==> src/rtl/four_to_one_collector.sv <==
// Four-lane to one-stream collector with round-robin grant and a one-deep
// registered output stage; each word is tagged with its source lane code.
module four_to_one_collector #(
  parameter int WIDTH = 8
) (
  input  logic             clk,
  input  logic             rst,
  input  logic [WIDTH-1:0] a1,
  input  logic [WIDTH-1:0] a2,
  input  logic [WIDTH-1:0] a3,
  input  logic [WIDTH-1:0] a4,
  input  logic             v1,
  input  logic             v2,
  input  logic             v3,
  input  logic             v4,
  output logic             r1,
  output logic             r2,
  output logic             r3,
  output logic             r4,
  output logic [WIDTH-1:0] out,
  output logic             out_s1,
  output logic             out_s0,
  output logic             out_valid,
  input  logic             out_ready
);

  logic [WIDTH-1:0] out_q, out_d;
  logic [1:0]       tag_q, tag_d;
  logic [1:0]       last_q, last_d;
  logic             valid_q, valid_d;

  logic [3:0]       v_vec;
  logic [3:0]       gnt;
  logic [3:0]       rdy;
  logic [1:0]       gidx;
  logic [1:0]       idx;
  logic             gvalid;
  logic             free;
  logic [WIDTH-1:0] gdata;

  assign v_vec = {v4, v3, v2, v1};
  assign free  = ~valid_q | out_ready;

  // Search starts one past the last served lane; the 2-bit add wraps 4 -> 1.
  always_comb begin
    gvalid = 1'b0;
    gidx   = last_q;
    idx    = '0;
    for (int k = 1; k <= 4; k++) begin
      idx = last_q + 2'(k);
      if (!gvalid && v_vec[idx]) begin
        gvalid = 1'b1;
        gidx   = idx;
      end
    end
  end

  assign gnt = gvalid ? (4'b0001 << gidx) : 4'b0000;
  assign rdy = gnt & {4{free}};
  assign {r4, r3, r2, r1} = rdy;

  always_comb begin
    case (gidx)
      2'd0:    gdata = a1;
      2'd1:    gdata = a2;
      2'd2:    gdata = a3;
      default: gdata = a4;
    endcase
  end

  always_comb begin
    out_d   = out_q;
    tag_d   = tag_q;
    valid_d = valid_q;
    last_d  = last_q;
    if (|rdy) begin
      out_d   = gdata;
      tag_d   = gidx;
      valid_d = 1'b1;
      last_d  = gidx;
    end else if (valid_q && out_ready) begin
      valid_d = 1'b0;
    end
  end

  always_ff @(posedge clk or posedge rst) begin
    if (rst) begin
      out_q   <= '0;
      tag_q   <= 2'd0;
      valid_q <= 1'b0;
      last_q  <= 2'd3;
    end else begin
      out_q   <= out_d;
      tag_q   <= tag_d;
      valid_q <= valid_d;
      last_q  <= last_d;
    end
  end

  assign out       = out_q;
  assign out_s1    = tag_q[1];
  assign out_s0    = tag_q[0];
  assign out_valid = valid_q;

endmodule

==> config.mk <==
export PLATFORM = sky130hd
export DESIGN_NAME = four_to_one_collector
export DESIGN_NICKNAME = d
export VERILOG_FILES = /design/src/rtl/four_to_one_collector.sv
export SDC_FILE = /design/constraint.sdc
export NUM_CORES = 1
export LEC_CHECK = 0
export BUFFER_PORTS_ARGS = -buffer_cell sky130_fd_sc_hd__buf_2
export CORE_UTILIZATION = 38
export CTS_CLUSTER_SIZE = 14
export DETAILED_ROUTE_END_ITERATION = 16
export GPL_ROUTABILITY_DRIVEN = 0
export HOLD_SLACK_MARGIN = 0.08
export PLACE_DENSITY_LB_ADDON = 0.25
export SETUP_SLACK_MARGIN = 0.3
export SYNTH_ARGS = -nofsm -noshare
export SYNTH_HDL_FRONTEND = slang
export SYNTH_SLANG_ARGS = --single-unit
==> constraint.sdc <==
create_clock -name clk -period 1.6 [get_ports clk]
set_input_delay 0.24 -clock clk [delete_from_list [all_inputs] [get_ports clk]]
set_output_delay 0.24 -clock clk [all_outputs]
set_load 0.01 [all_outputs]
# Yosys cells after proc, flatten, opt, wreduce, memory -nomap -nowiden
# Cells that the tools add are included.
[classes]
n_reduce_logical = 10
add_sub_neg = 3
mux = 20
magnitude_cmp = 4
eq_ne = 2
bitwise_logic = 3
n_shift = 1
[ops]
columns = ["cell", "n"]
rows = [
  ["$pmux 8 s3", 1],
  ["$lt 2x3->1 const B", 4],
  ["$mux 1", 10],
  ["$bmux 1 s2", 4],
  ["$mux 2", 4],
  ["$add 2x2->2 const B", 2],
  ["$and 4x4->4", 1],
  ["$logic_and 1x1->1", 4],
  ["$mux 4", 1],
  ["$reduce_or 4->1", 1],
  ["$shl 1x2->4 const A", 1],
  ["$logic_not 1->1", 3],
  ["$add 2x1->2 const B", 1],
  ["$eq 2x1->1 const B", 1],
  ["$eq 2x2->1 const B", 1],
  ["$logic_not 2->1", 1],
  ["$reduce_bool 2->1", 1],
  ["$not 1->1", 1],
  ["$or 1x1->1", 1],
]
[word_totals]
ff_bits = 13

# Depth between registers and ports, before layout
[logic_depth]
depth_word = 18
depth_mapped = 6
ltp_nobuf = 4

# Least setup slack after synthesis
# OpenSTA, ideal clock, no wires.
[synth_path]
path_type = "register to output"
from = "reg last_q[1]"
to = "out r4"
stages_incl_launch_ff = 7
t_required_ps = 1360
arrival_ps = 1453
path_slack_ps = -93
path_buffers = 2
cell_sequence = "dfstp_2 buf_6 mux2i_1 or2_1 a31o_4 buf_6 nor2b_1"
[synth_via]
elab_chain_cells = 16
[synth_rtl]
columns = ["element", "line_no", "rtl"]
rows = [
  ["start: declaration", "29", "logic [1:0] last_q, last_d;"],
  ["start signal: assignment", "96", "last_q <= last_d;"],
  ["$add 2x1->2", "50", "idx = last_q + 2'(k);"],
  ["$bmux 1 s2", "51", "if (!gvalid && v_vec[idx]) begin"],
  ["$mux 1 (implied by the code)", "51", ""],
  ["$mux 1", "51", ""],
  ["$logic_not 1->1", "51", ""],
  ["$logic_and 1x1->1", "51", ""],
  ["$mux 1", "51", ""],
  ["$logic_not 1->1", "51", ""],
  ["$logic_and 1x1->1", "51", ""],
  ["$mux 1", "51", ""],
  ["$logic_not 1->1", "51", ""],
  ["$logic_and 1x1->1", "51", ""],
  ["$mux 2", "51", ""],
  ["$shl 1x2->4", "58", "assign gnt = gvalid ? (4'b0001 << gidx) : 4'b0000;"],
  ["$mux 4 *", "58", ""],
  ["$and 4x4->4 *", "59", "assign rdy = gnt & {4{free}};"],
  ["end: declaration", "19", "output logic r4,"],
]
# Every way passes the cells marked *; elsewhere a longest branch is shown, timed or not. The select of a mux whose other input is x is not followed.

# Final worst setup path
[layout_path]
from = "reg last_q[1]"
to = "out r3"
[layout_via]
elab_chain_cells = 16
[layout_rtl]
columns = ["element", "line_no", "rtl"]
rows = [
  ["$add 2x1->2", "50", ""],
  ["$bmux 1 s2", "51", ""],
  ["$mux 1 (implied by the code)", "51", ""],
  ["$mux 1", "51", ""],
  ["$logic_not 1->1", "51", ""],
  ["$logic_and 1x1->1", "51", ""],
  ["$mux 1", "51", ""],
  ["$logic_not 1->1", "51", ""],
  ["$logic_and 1x1->1", "51", ""],
  ["$mux 1", "51", ""],
  ["$logic_not 1->1", "51", ""],
  ["$logic_and 1x1->1", "51", ""],
  ["$mux 2", "51", ""],
  ["$shl 1x2->4", "58", ""],
  ["$mux 4 *", "58", ""],
  ["$and 4x4->4 *", "59", ""],
  ["end: declaration", "18", "output logic r3,"],
]
# Marked as above.

==> PnR_summary.wiki <==
{| class="wikitable"
! Metric !! Value
|-
| Result of the run || finished, violations left
|-
| Failing checks || setup timing
|-
| Sum of routed wire segments on met1 || between 1000 and 1500 microns
|-
| Routed length per placed instance || 14.0 microns
|-
| Type of element capturing the critical path || output pin
|-
| Number of sinks on the clock net || 13
|-
| Critical path launch point || last_q[1]
|-
| Ports || 54
|-
| Core region area || 2230 sq um
|-
| Slowest library cell on the worst path || sky130_fd_sc_hd__dfstp_2
|-
| Global-route wire length before repair || ~4000 microns
|-
| Die span in x || 50.8 microns
|-
| Transition time at the pin with the least slew margin || roughly 0.49 ns
|-
| Setup repair after global routing missed its margin || yes
|-
| Tcrit/Tclk final || 120%
|-
| Number of buffers inserted during clock tree synthesis || 3
|-
| Initial drt markers || 3
|-
| Slack of the worst reg-to-reg path || -0.25 ns
|-
| Cell-by-cell listing of the critical path || mux2i_1 > or2_1 > nand4_1 > buf_6 > nor2b_4 > buf_6
|-
| Critical path arrival || around 1.7 ns
|-
| Standard-cell row count || 17
|-
| Worst slack on hold paths || 0.237 ns
|-
| Worst reg2reg path depth || 8
|-
| CP Max Fanout || 5
|-
| Insertion delay of the later-clocked pin in the worst-skew pair || 0.28 ns
|-
| Kind of path behind the tightest hold check || in -> reg
|-
| Combinational share of power || approximately 65%
|-
| Part of the total power dissipated in the clock network || around a tenth
|-
| Type of the worst setup path || reg -> out
|-
| Reg2reg start || last_q[1]
|-
| Top FF cell, synth || sky130_fd_sc_hd__dfrtp_1
|-
| Async set or reset register ratio after synthesis || between 90% and 100%
|-
| Post-Place Cells || approximately 160
|-
| Sum of met2 wire segment lengths after detailed routing || approximately 1300 microns
|-
| Cell taking the most area after synthesis || sky130_fd_sc_hd__dfrtp_1
|-
| Upper clock frequency limit || about 520 MHz
|-
| Number of flops mapped to enable cells by yosys || 0
|-
| Number of nets in the layout || 196
|-
| Area overhead of the layout relative to synthesis || 84.0%
|-
| Initial antenna violation count || 0
|-
| Hold Crit Start || out_ready
|-
| Fraction of power consumed by sequential logic || 24.9%
|-
| Deepest level of the CTS H-tree || 1
|-
| Number of detailed-routing iterations run before antenna repair || 3
|-
| CTS tree || done
|-
| Final Total Pwr || ~2000 uW
|-
| Gr ovfl total || 0
|-
| Highest cell delay on the worst timing path || approximately 0.58 ns
|-
| Most used standard cells in the synthesized netlist || sky130_fd_sc_hd__mux2i_1, sky130_fd_sc_hd__dfrtp_1, sky130_fd_sc_hd__nand2_1
|-
| Post-route non-filler standard cell count || 184
|-
| Post-CTS clock slew at the launch and capture registers of the worst setup and hold paths || roughly 0.070 ns
|-
| Met3 Wirelength || about 150 microns
|-
| DP Wirelength || roughly 1800 microns
|-
| Worst Path Required || 1.36 ns
|-
| Synthesized netlist cell count || 80
|-
| #FFs+latches synth || 13
|-
| Post-Place Cell Area || between 1000 and 1500 sq um
|-
| Initial core utilization || between 40% and 50%
|-
| Pleak || between 0.0007 and 0.0008 uW
|-
| Hold path cells || 4
|-
| Number of port buffers || 53
|-
| Max IR drop VDD || approximately 0.84 mV
|-
| Final slew viol count || 0
|-
| Endpoints failing hold || 0
|-
| Number of inserted diodes || 0
|-
| Total Routing Usage GR || a little over a fifth
|-
| Worst Setup Slack, final || -0.316 ns
|-
| Via count of the first global-routing pass || 896
|-
| Synthesized cell area || between 900 and 1000 sq um
|-
| Aggregate routed wire length || between 2000 and 3000 microns
|-
| Hold endpoint || out_valid
|-
| Cells taking the most area after synthesis || sky130_fd_sc_hd__dfrtp_1, sky130_fd_sc_hd__mux2i_1, sky130_fd_sc_hd__o221ai_2
|-
| Max Root-Sink Buffers || 2
|-
| Switching share of power || about a third
|-
| CTS root buffer || sky130_fd_sc_hd__clkbuf_4
|-
| Max-cap violation count || 0
|-
| Startpoint class of the critical path || flop
|-
| Reg-to-reg endpoint || out[7]
|-
| Post-Syn Area per Cell || ~11 sq um
|-
| Area of the die || 2580 sq um
|-
| Final Setup Violations || 16
|-
| Psw || roughly 700 uW
|-
| Worst slew margin relative to its limit || 67.0%
|-
| Cell Pwr Density || 1220 nW/um^2
|-
| Average vias per placed instance || around 5.2
|-
| Top-count cell post-synth || sky130_fd_sc_hd__mux2i_1
|-
| DRC Markers || 0
|-
| Top Metal Used || met4
|-
| Final instance area || 1660 sq um
|-
| Largest net degree at the start of global routing || 14
|-
| Fin crit period || about 1.9 ns
|-
| Internal power || around 1300 uW
|-
| Die Ht || slightly above 50 microns
|-
| Synthesis Warnings || 0
|-
| Ratio of cells with drive above 1 in the final layout || about three quarters
|-
| DRT antenna net count || 0
|-
| Count of fill cells added during filler insertion || around 160
|-
| Synth Net Count || around 120
|-
| Aggregate negative setup slack || -3.48 ns
|-
| Via count of the routed design || 950
|-
| Critical path's most frequent cell || sky130_fd_sc_hd__buf_6
|-
| Sequential area share after synthesis || about 36%
|-
| Synth top area share || 30.4%
|-
| Clock Skews || 0.00912 ns
|-
| Count of unique library cells instantiated by Yosys || 21
|}
[area by class of cell]
| class | instances | area [sq um] | area share [%] |
|---|---|---|---|
| multi-input combinational | 59 | 703 | 42.3 |
| clock buffer | 4 | 26.3 | 1.58 |
| sequential | 13 | 328 | 19.7 |
| inverter | 2 | 7.51 | 0.451 |
| tap | 28 | 35.0 | 2.11 |
| timing repair buffer | 78 | 564 | 33.9 |
[sequential cells by signal, summed over array words and instances, names as in the netlist]
signal and cells:
out_valid 1, last_q 2, out 8, tag_q 2
[stage by stage]
stage | util (%) | setup WS (ns)
global placement | 56.4 | -0.0317
global route | 74.5 | -0.389
floorplan | - | -0.0309
detailed placement | 56.4 | -0.120
finish | 74.5 | -0.316
CTS | 71.1 | -0.295
[metal layers]
layer  vias up  track usage, %
met5         -               0
met4         0            7.41
met3         9            5.45
met2        40            38.9
met1       453            22.5
li1        448               -
[how the worst max path moves through the flow]
stage / end / cells after the start
after floorplan: r4 / 6
after global placement: r3 / 5
after detailed placement: out[1] / 5
after CTS: r3 / 6
after global routing: r3 / 6
final: r3 / 6
[cells by family after synthesis]
logic type	Yosys count	synth area share, %
compound gates	18	23.4
buf+inv	8	7.47
flops	13	36.2
mux	17	18.8
simple gates	24	14.1
[critical path, delay by kind of cell, from the launching register on]
family        cells  cell delay (ns)
buf+inv           2             0.25
mux               1             0.21
flops             1             0.58
simple gates      3             0.36
[timing repair]
item | CTS | global route
hold endpoints to repair | 11 | 0
hold buffers | 1 | 0
setup buffers | 10 | 3
gates cloned | 2 | 0
endpoints found under the setup margin | 16 | 16
resized for setup | 37 | 9
pin swaps | 5 | 3
[cell usage in the layout, fill, tap and decap left out, types with 2 or more instances in the layout]
master,Yosys,routed
sky130_fd_sc_hd__nand3b_1,2,2
sky130_fd_sc_hd__nand2_1,10,10
sky130_fd_sc_hd__nand2b_4,0,2
sky130_fd_sc_hd__buf_4,2,13
sky130_fd_sc_hd__nand2b_1,4,2
sky130_fd_sc_hd__mux2i_4,0,10
sky130_fd_sc_hd__buf_6,4,11
sky130_fd_sc_hd__o21a_1,4,4
sky130_fd_sc_hd__dfrtp_1,11,11
sky130_fd_sc_hd__nor2_4,0,2
sky130_fd_sc_hd__dfstp_2,2,2
sky130_fd_sc_hd__mux2i_1,17,3
sky130_fd_sc_hd__nor2b_4,0,2
sky130_fd_sc_hd__o221ai_2,8,8
sky130_fd_sc_hd__inv_1,2,2
sky130_fd_sc_hd__a21o_1,3,3
sky130_fd_sc_hd__clkbuf_4,0,3
sky130_fd_sc_hd__mux2i_2,0,4
sky130_fd_sc_hd__buf_12,0,3
sky130_fd_sc_hd__buf_2,0,49
[power by group through the flow]
stage,Combinational (uW),Clock [uW],Sequential [uW]
finish,1330,199,504
global route,1400,223,516
CTS,1220,206,505
detailed placement,805,0,511
global placement,774,0,508
floorplan,526,0,538
Power figures use the tool's default switching activity.
